**config.mk**
```make
export PLATFORM = sky130hd
export DESIGN_NAME = shadow_ret_stack
export DESIGN_NICKNAME = d
export VERILOG_FILES = /design/src/rtl/shadow_ret_stack.sv
export SDC_FILE = /design/constraint.sdc
export NUM_CORES = 1
export LEC_CHECK = 0
export ABC_AREA = 1
export BUFFER_PORTS_ARGS = -buffer_cell sky130_fd_sc_hd__buf_2
export CAP_MARGIN = 5
export CORE_ASPECT_RATIO = 0.5
export CORE_MARGIN = 2
export CORE_UTILIZATION = 58
export CTS_CLUSTER_DIAMETER = 50
export DETAILED_ROUTE_END_ITERATION = 10
export MAX_ROUTING_LAYER = met4
export PLACE_DENSITY_LB_ADDON = 0.2
export RECOVER_POWER = 100
export SLEW_MARGIN = 20
export SYNTH_ARGS = -nofsm -noshare
export SYNTH_HDL_FRONTEND = slang
export SYNTH_SLANG_ARGS = --single-unit
```
**constraint.sdc**
```tcl
create_clock -name clk_i -period 12.01 [get_ports clk_i]
set_clock_uncertainty 0.2 [all_clocks]
set_input_delay 1.201 -clock clk_i [delete_from_list [all_inputs] [get_ports clk_i]]
set_output_delay 1.201 -clock clk_i [all_outputs]
set_load 0.01 [all_outputs]
```
**src/rtl/shadow_ret_stack.sv**
```systemverilog
// rtl/shadow_ret_stack.sv - shadow return-address stack checking committed returns against pushed calls
// Optional wrap-on-overflow behaviour is selected by SHADOW_STACK_WRAP_EN.
module shadow_ret_stack #(
  parameter int DEPTH = 16,
  parameter int XLEN  = 64
) (
  input  logic                     clk_i,
  input  logic                     rst_n,
  input  logic                     en_i,
  input  logic                     clear_i,
  input  logic                     call_valid_i,
  input  logic [XLEN-1:0]          call_ret_addr_i,
  input  logic                     ret_valid_i,
  input  logic [XLEN-1:0]          ret_target_i,
  output logic                     violation_o,
  output logic [1:0]               cause_o,
  output logic [XLEN-1:0]          expected_o,
  output logic [$clog2(DEPTH):0]   depth_o,
  output logic                     sticky_o
);

  localparam int AW = $clog2(DEPTH);
  localparam int CW = AW + 1;

  localparam logic [1:0] CAUSE_MISMATCH  = 2'b01;
  localparam logic [1:0] CAUSE_UNDERFLOW = 2'b10;
  localparam logic [1:0] CAUSE_OVERFLOW  = 2'b11;

  logic [XLEN-1:0] mem [DEPTH];
  logic [AW-1:0]   sp, sp_n, sp_m1;
  logic [CW-1:0]   cnt, cnt_n;
  logic            viol_n, sticky_n;
  logic [1:0]      cause_n;
  logic [XLEN-1:0] expected_n, top;
  logic            wr_en;
  logic [AW-1:0]   wr_idx;
  logic            uf_flag;

`ifdef SHADOW_STACK_WRAP_EN
  logic wrapped, wrapped_n;
  assign uf_flag = ~wrapped;
`else
  assign uf_flag = 1'b1;
`endif

  assign sp_m1 = sp - AW'(1);
  assign top   = mem[sp_m1];

  always_comb begin
    sp_n       = sp;
    cnt_n      = cnt;
    viol_n     = 1'b0;
    cause_n    = cause_o;
    expected_n = expected_o;
    sticky_n   = sticky_o;
    wr_en      = 1'b0;
    wr_idx     = sp;
`ifdef SHADOW_STACK_WRAP_EN
    wrapped_n  = wrapped;
`endif
    if (clear_i) begin
      sp_n     = '0;
      cnt_n    = '0;
      sticky_n = 1'b0;
`ifdef SHADOW_STACK_WRAP_EN
      wrapped_n = 1'b0;
`endif
    end else if (en_i) begin
      if (ret_valid_i && cnt != '0) begin
        if (top != ret_target_i) begin
          viol_n     = 1'b1;
          cause_n    = CAUSE_MISMATCH;
          expected_n = top;
        end
        if (call_valid_i) begin
          // Pop then push lands in the same slot: replace the top in place.
          wr_en  = 1'b1;
          wr_idx = sp_m1;
        end else begin
          sp_n  = sp_m1;
          cnt_n = cnt - CW'(1);
        end
      end else if (ret_valid_i) begin
        if (uf_flag) begin
          viol_n     = 1'b1;
          cause_n    = CAUSE_UNDERFLOW;
          expected_n = '0;
        end
        if (call_valid_i) begin
          wr_en = 1'b1;
          sp_n  = sp + AW'(1);
          cnt_n = CW'(1);
        end
      end else if (call_valid_i) begin
        if (cnt != CW'(DEPTH)) begin
          wr_en = 1'b1;
          sp_n  = sp + AW'(1);
          cnt_n = cnt + CW'(1);
        end else begin
`ifdef SHADOW_STACK_WRAP_EN
          // Full stack: sp already points at the oldest entry.
          wr_en     = 1'b1;
          sp_n      = sp + AW'(1);
          wrapped_n = 1'b1;
`else
          viol_n     = 1'b1;
          cause_n    = CAUSE_OVERFLOW;
          expected_n = '0;
`endif
        end
      end
      sticky_n = sticky_o | viol_n;
    end
  end

  always_ff @(posedge clk_i or negedge rst_n) begin
    if (!rst_n) begin
      sp          <= '0;
      cnt         <= '0;
      violation_o <= 1'b0;
      cause_o     <= 2'b00;
      expected_o  <= '0;
      sticky_o    <= 1'b0;
`ifdef SHADOW_STACK_WRAP_EN
      wrapped     <= 1'b0;
`endif
    end else begin
      sp          <= sp_n;
      cnt         <= cnt_n;
      violation_o <= viol_n;
      cause_o     <= cause_n;
      expected_o  <= expected_n;
      sticky_o    <= sticky_n;
`ifdef SHADOW_STACK_WRAP_EN
      wrapped     <= wrapped_n;
`endif
    end
  end

  always_ff @(posedge clk_i) begin
    if (wr_en) mem[wr_idx] <= call_ret_addr_i;
  end

  assign depth_o = cnt;

endmodule

```
# Word-level counts from Yosys, hierarchy flattened
# Memory sizes are Yosys's and may differ from the RTL's.
# Cells that the tools add are included.
# word_totals
regBits	77
ramBits	1024
input_bits	134
wordCells	76
memories	1
# op_classes
addsub	4
n_eq_ne	5
mux	50
bitwise	2
n_reduce_logical	8
# memory_table
name	words	width	rd	rd_clocked_by_memory_dff	write_ports	line	text
mem	16	64	1	0	1	29	logic [XLEN-1:0] mem [DEPTH];
# op_table
op	n
$mux 64	5
$ne 64x64->1	1
$mux 4	12
$mux 5	8
$mux 1	20
$mux 2	5
$ne 3x3->1 const B	2
$reduce_bool 3->1	2
$add 5x1->5 const B	1
$ne 5x5->1 const B	1
$reduce_and 5->1	1
$reduce_bool 5->1	1
$sub 5x1->5 const B	1
$add 4x1->4 const B	1
$reduce_and 4->1	1
$reduce_bool 4->1	1
$sub 4x1->4 const B	1
$ne 2x1->1 const B	1
$reduce_bool 2->1	1
$logic_and 1x1->1	1
$not 1->1	1
$or 1x1->1	1

# Logic depth before layout (Yosys ltp)
# logic_depth
ltp_word	10
ltp_mapped	26

# Worst setup path before layout
# No wires, ideal clock.
# synth_path
kind	register -> register
startpoint	reg sp[0]
endpoint	mem mem[10][0], enable pin
setup_ps	486
t_arrival_ps	4861
required_ps	11324
setup_slack_ps	6463
stages_incl_launch_ff	14
n_path_buf	6
cell_sequence	dfrtp_1 inv_2 buf_4 buf_2 buf_2 ha_1 buf_2 inv_2 buf_2 buf_2 o21ai_0 nor2_1 nand2_1 nor2_1
# synth_between
elab_chain_cells	5
# synth_lines
item	line	text
start: declaration	30	logic [AW-1:0] sp, sp_n, sp_m1;
start signal: assignment	128	sp <= sp_n;
$sub 4x1->4	46	assign sp_m1 = sp - AW'(1);
$mux 4	75	if (call_valid_i) begin
$mux 4	69	if (ret_valid_i && cnt != '0) begin
$mux 4	68	end else if (en_i) begin
$mux 4 *	61	if (clear_i) begin
end: declaration	29	
# Every way passes the cells marked *; elsewhere a longest branch is shown, timed or not.

# Final worst setup path
# layout_path
startpoint	reg sp[0]
endpoint	mem mem[10][62], enable pin
# Same word-level chain as after synthesis.

==> results.json <==
{
  "grt_max_degree": 171,
  "final_nets": 4188,
  "max_slew.worst_pin.slew_ns": 4.30,
  "route.met2.wl_um": 58600,
  "total_power_consumption_mw": 12.4,
  "final_common_cell": "sky130_fd_sc_hd__nand2_1",
  "avgSynthCellArea_um2": 11.5,
  "critical_path.cell_chain": "inv_8 -> ha_1 -> inv_8 -> o21ai_0 -> nor2_1 -> nand2_1 -> nor2_1 -> clkbuf_1 -> buf_4",
  "yosysWarningCount": 0,
  "synth.lib_cells_used.distinct": 31,
  "failed_checks": "max-capacitance violations, max-slew violations",
  "initialDrtViolationCount": 5077,
  "post_cts_hold_buffer_count": 0,
  "met3_wirelength_um": 14600,
  "final.setup.tns_ns": 0,
  "cts_inserted_buffers": 94,
  "maximum_vdd_drop_uv": 225,
  "holdPathEnd": "expected_o[60]$_DFFE_PN0P_",
  "grt_pass1_wl_um": 189000,
  "setup_viol": 0,
  "floorplan.io_pins": 207,
  "most-common-layout-cells": "sky130_fd_sc_hd__nand2_1, sky130_fd_sc_hd__edfxtp_1, sky130_fd_sc_hd__nand3_1, sky130_fd_sc_hd__clkbuf_1, sky130_fd_sc_hd__nor2_1",
  "run_status": "finished with violations",
  "path_clk_slew_ns": 0.07,
  "drt-met1-wl_um": 50900,
  "synth.cell_area_um2": 45200,
  "overflow": 0,
  "routed_wl_um": 128000,
  "detail_route.wl_per_cell_um": 24.8,
  "netlist_instances": 3944,
  "final_count_of_pins_violating_max_slew": 654,
  "timing_limited_maximum_frequency_mhz": 107,
  "cell_internal_pwr_mw": 7.23,
  "crit_fanout": 157,
  "core_area_um2": 77200,
  "p_leak_nw": 18.2,
  "grt_usage": 0.330,
  "reg2reg_depth": 9,
  "worst_setup_path_end_kind": "register",
  "port-buffer-count": 206,
  "worst_path_largest_cell_delay_ns": 2.59,
  "first_global_vias": 29100,
  "worst_setup_sp_type": "register",
  "cts_repair_resize_count": 0,
  "switching_power_mw": 5.19,
  "timing.final.hold_violations": 0,
  "timing.critical_path.required_ns": 12.14,
  "grt_setup_unrepaired": "no",
  "period_share": 0.777,
  "sw_share": 0.418,
  "number_of_antenna_violations_at_the_first_check_in_global_routing": 15,
  "power_frac_seq": 0.362,
  "finalCriticalPeriod_ns": 9.33,
  "regToRegSetupSlack_ns": 2.68,
  "cp.arrival_ns": 9.46,
  "die_h_um": 201,
  "timing.critical_path.slowest_stage_cell": "sky130_fd_sc_hd__clkbuf_1",
  "seq_area_frac_synth": 0.722,
  "power_per_cell_area_nw_per_um2": 251,
  "holdCritPathClass": "reg -> reg",
  "layout_area_growth_over_synthesis_pct": 9.59,
  "detail-route-antenna-nets": 0,
  "timing.rr.end": "mem[10][62]$_DFFE_PP_",
  "detail_route.drc_violations": 0,
  "die-width_um": 399,
  "root_buffer": "sky130_fd_sc_hd__clkbuf_16",
  "dp_worst_setup_slack_ns": 4.93,
  "drive_above_1_share": 0.0601,
  "timing.final.ws_setup_ns": 2.68,
  "cts_tree": "yes",
  "kind_of_critical_path": "reg -> reg",
  "area_enclosed_by_the_die_boundary_um2": 80400,
  "yosys_register_bits": 1101,
  "r2r-start": "sp[0]$_DFFE_PN0P_",
  "start_util": 0.586,
  "cts.sink_count": 1101,
  "hold_path_startpoint": "expected_o[60]$_DFFE_PN0P_",
  "slew_headroom": -1.87,
  "cts_post_setup_buffers_inserted": 0,
  "hold_depth": 2,
  "placement_rows": 72,
  "placed_cell_area_um2": 47000,
  "max-clock-path-buffers": 3,
  "highest-signal-layer": "met4",
  "drtPass1Iterations": 6,
  "vias": 31600,
  "synth_edf_count": 1024,
  "gp_congestion": 0.915,
  "asyncSetResetFlopFracSynth": 0.0699,
  "ys.flop_type": "sky130_fd_sc_hd__edfxtp_1",
  "power_frac_clock": 0.241,
  "clock_tree.htree_level_count": 3,
  "worstSkewPairLatency_ns": 0.68,
  "synthesis.nets": 4082,
  "viasPerCell": 6.10,
  "dp.final_hpwl_um": 70400,
  "max_cap_viol_count": 20,
  "design_area_um2": 49600,
  "power.combinational.fraction": 0.397
}
-- power by group through the flow --
stage                     clock network [mW]  registers, mW  logic, mW
final                                   2.99           4.50       4.94
after floorplan                            0           4.59       3.06
after global placement                     0           4.57       4.81
after detailed placement                   0           4.57       4.87
after global routing                    3.16           4.51       5.31
after CTS                               3.00           4.49       4.89
-- routing by layer --
layer  global-route usage  vias up
met3               0.0637      264
met1                0.476    15400
met5                    -        -
met2                0.476     1866
met4                0.104        0
li1                     -    14100
-- final cells by class --
cell class / count / area [µm²]
Inverter: 22 / 97.6
Antenna cell: 14 / 35.0
Tap cell: 1036 / 1300
Sequential cell: 1101 / 32700
Timing Repair Buffer: 253 / 1210
Multi-Input combinational cell: 2578 / 11300
Clock buffer: 127 / 2570
Fill cell: 5788 / 27600
Clock inverter: 46 / 368
-- registers in the layout, summed over array words and instances, names as in the netlist --
| name | flops |
|---|---|
| mem | 1024 |
| expected_o | 64 |
| depth_o | 5 |
| sp | 4 |
| cause_o | 2 |
| sticky_o | 1 |
| violation_o | 1 |
-- worst max-delay path by stage --
stage	slack (ns)	endpoint	startpoint
2_1_floorplan	6.46	mem[10][0]$_DFFE_PP_	sp[0]$_DFFE_PN0P_
3_3_place_gp	4.94	expected_o[58]$_DFFE_PN0P_	sp[0]$_DFFE_PN0P_
3_5_place_dp	4.93	expected_o[44]$_DFFE_PN0P_	sp[0]$_DFFE_PN0P_
4_1_cts	4.88	expected_o[61]$_DFFE_PN0P_	sp[0]$_DFFE_PN0P_
5_1_grt	2.31	mem[10][43]$_DFFE_PP_	depth_o[0]$_DFFE_PN0P_
6_report	2.68	mem[10][62]$_DFFE_PP_	sp[0]$_DFFE_PN0P_
-- critical path: cells and delay by family, from the launching register on --
kind	cells	cell delay (ns)
flip-flops	1	0.87
AND/OR/NAND/NOR	3	1.15
adder cells (fa/ha/maj)	1	1.24
buffers and inverters	4	4.81
AO/OA/AOI/OAI	1	0.32
-- per-stage QoR --
step                 util  hold WS [ns]  instances
detailed placement  0.608         0.253       4990
floorplan               -         0.306       3944
global placement    0.608         0.251       4990
finish              0.642         0.280       5177
global route        0.642         0.295       5175
CTS                 0.646         0.270       5163
-- cell families (layout without fill, tap and decap cells) --
kind of cell | count (synthesis) | count (layout) | share of synthesized area
xor gates and xnor gates | 15 | 15 | 0.00290
buffers and inverters | 265 | 448 | 0.0287
AOI/OAI and AO/OA | 35 | 35 | 0.00451
adders and majority gates | 4 | 4 | 0.00111
other | 0 | 14 | 0
and+or+nand+nor | 2524 | 2524 | 0.241
DFF | 1101 | 1101 | 0.722
-- Yosys cell counts (4+ instances only) --
cell,number,area [µm²]
sky130_fd_sc_hd__ha_1,4,50.1
sky130_fd_sc_hd__edfxtp_1,1024,30700
sky130_fd_sc_hd__xor2_1,14,123
sky130_fd_sc_hd__buf_6,5,56.3
sky130_fd_sc_hd__buf_2,190,951
sky130_fd_sc_hd__nand3_1,976,4880
sky130_fd_sc_hd__clkbuf_1,31,116
sky130_fd_sc_hd__buf_4,7,52.6
sky130_fd_sc_hd__dfrtp_1,77,1930
sky130_fd_sc_hd__buf_1,10,37.5
sky130_fd_sc_hd__inv_1,19,71.3
sky130_fd_sc_hd__o21ai_0,15,75.1
sky130_fd_sc_hd__nor2_1,121,454
sky130_fd_sc_hd__nand3b_1,46,345
sky130_fd_sc_hd__a21oi_1,7,35.0
sky130_fd_sc_hd__nand2_1,1375,5160
No activity file was read; power rests on OpenSTA's default activity.
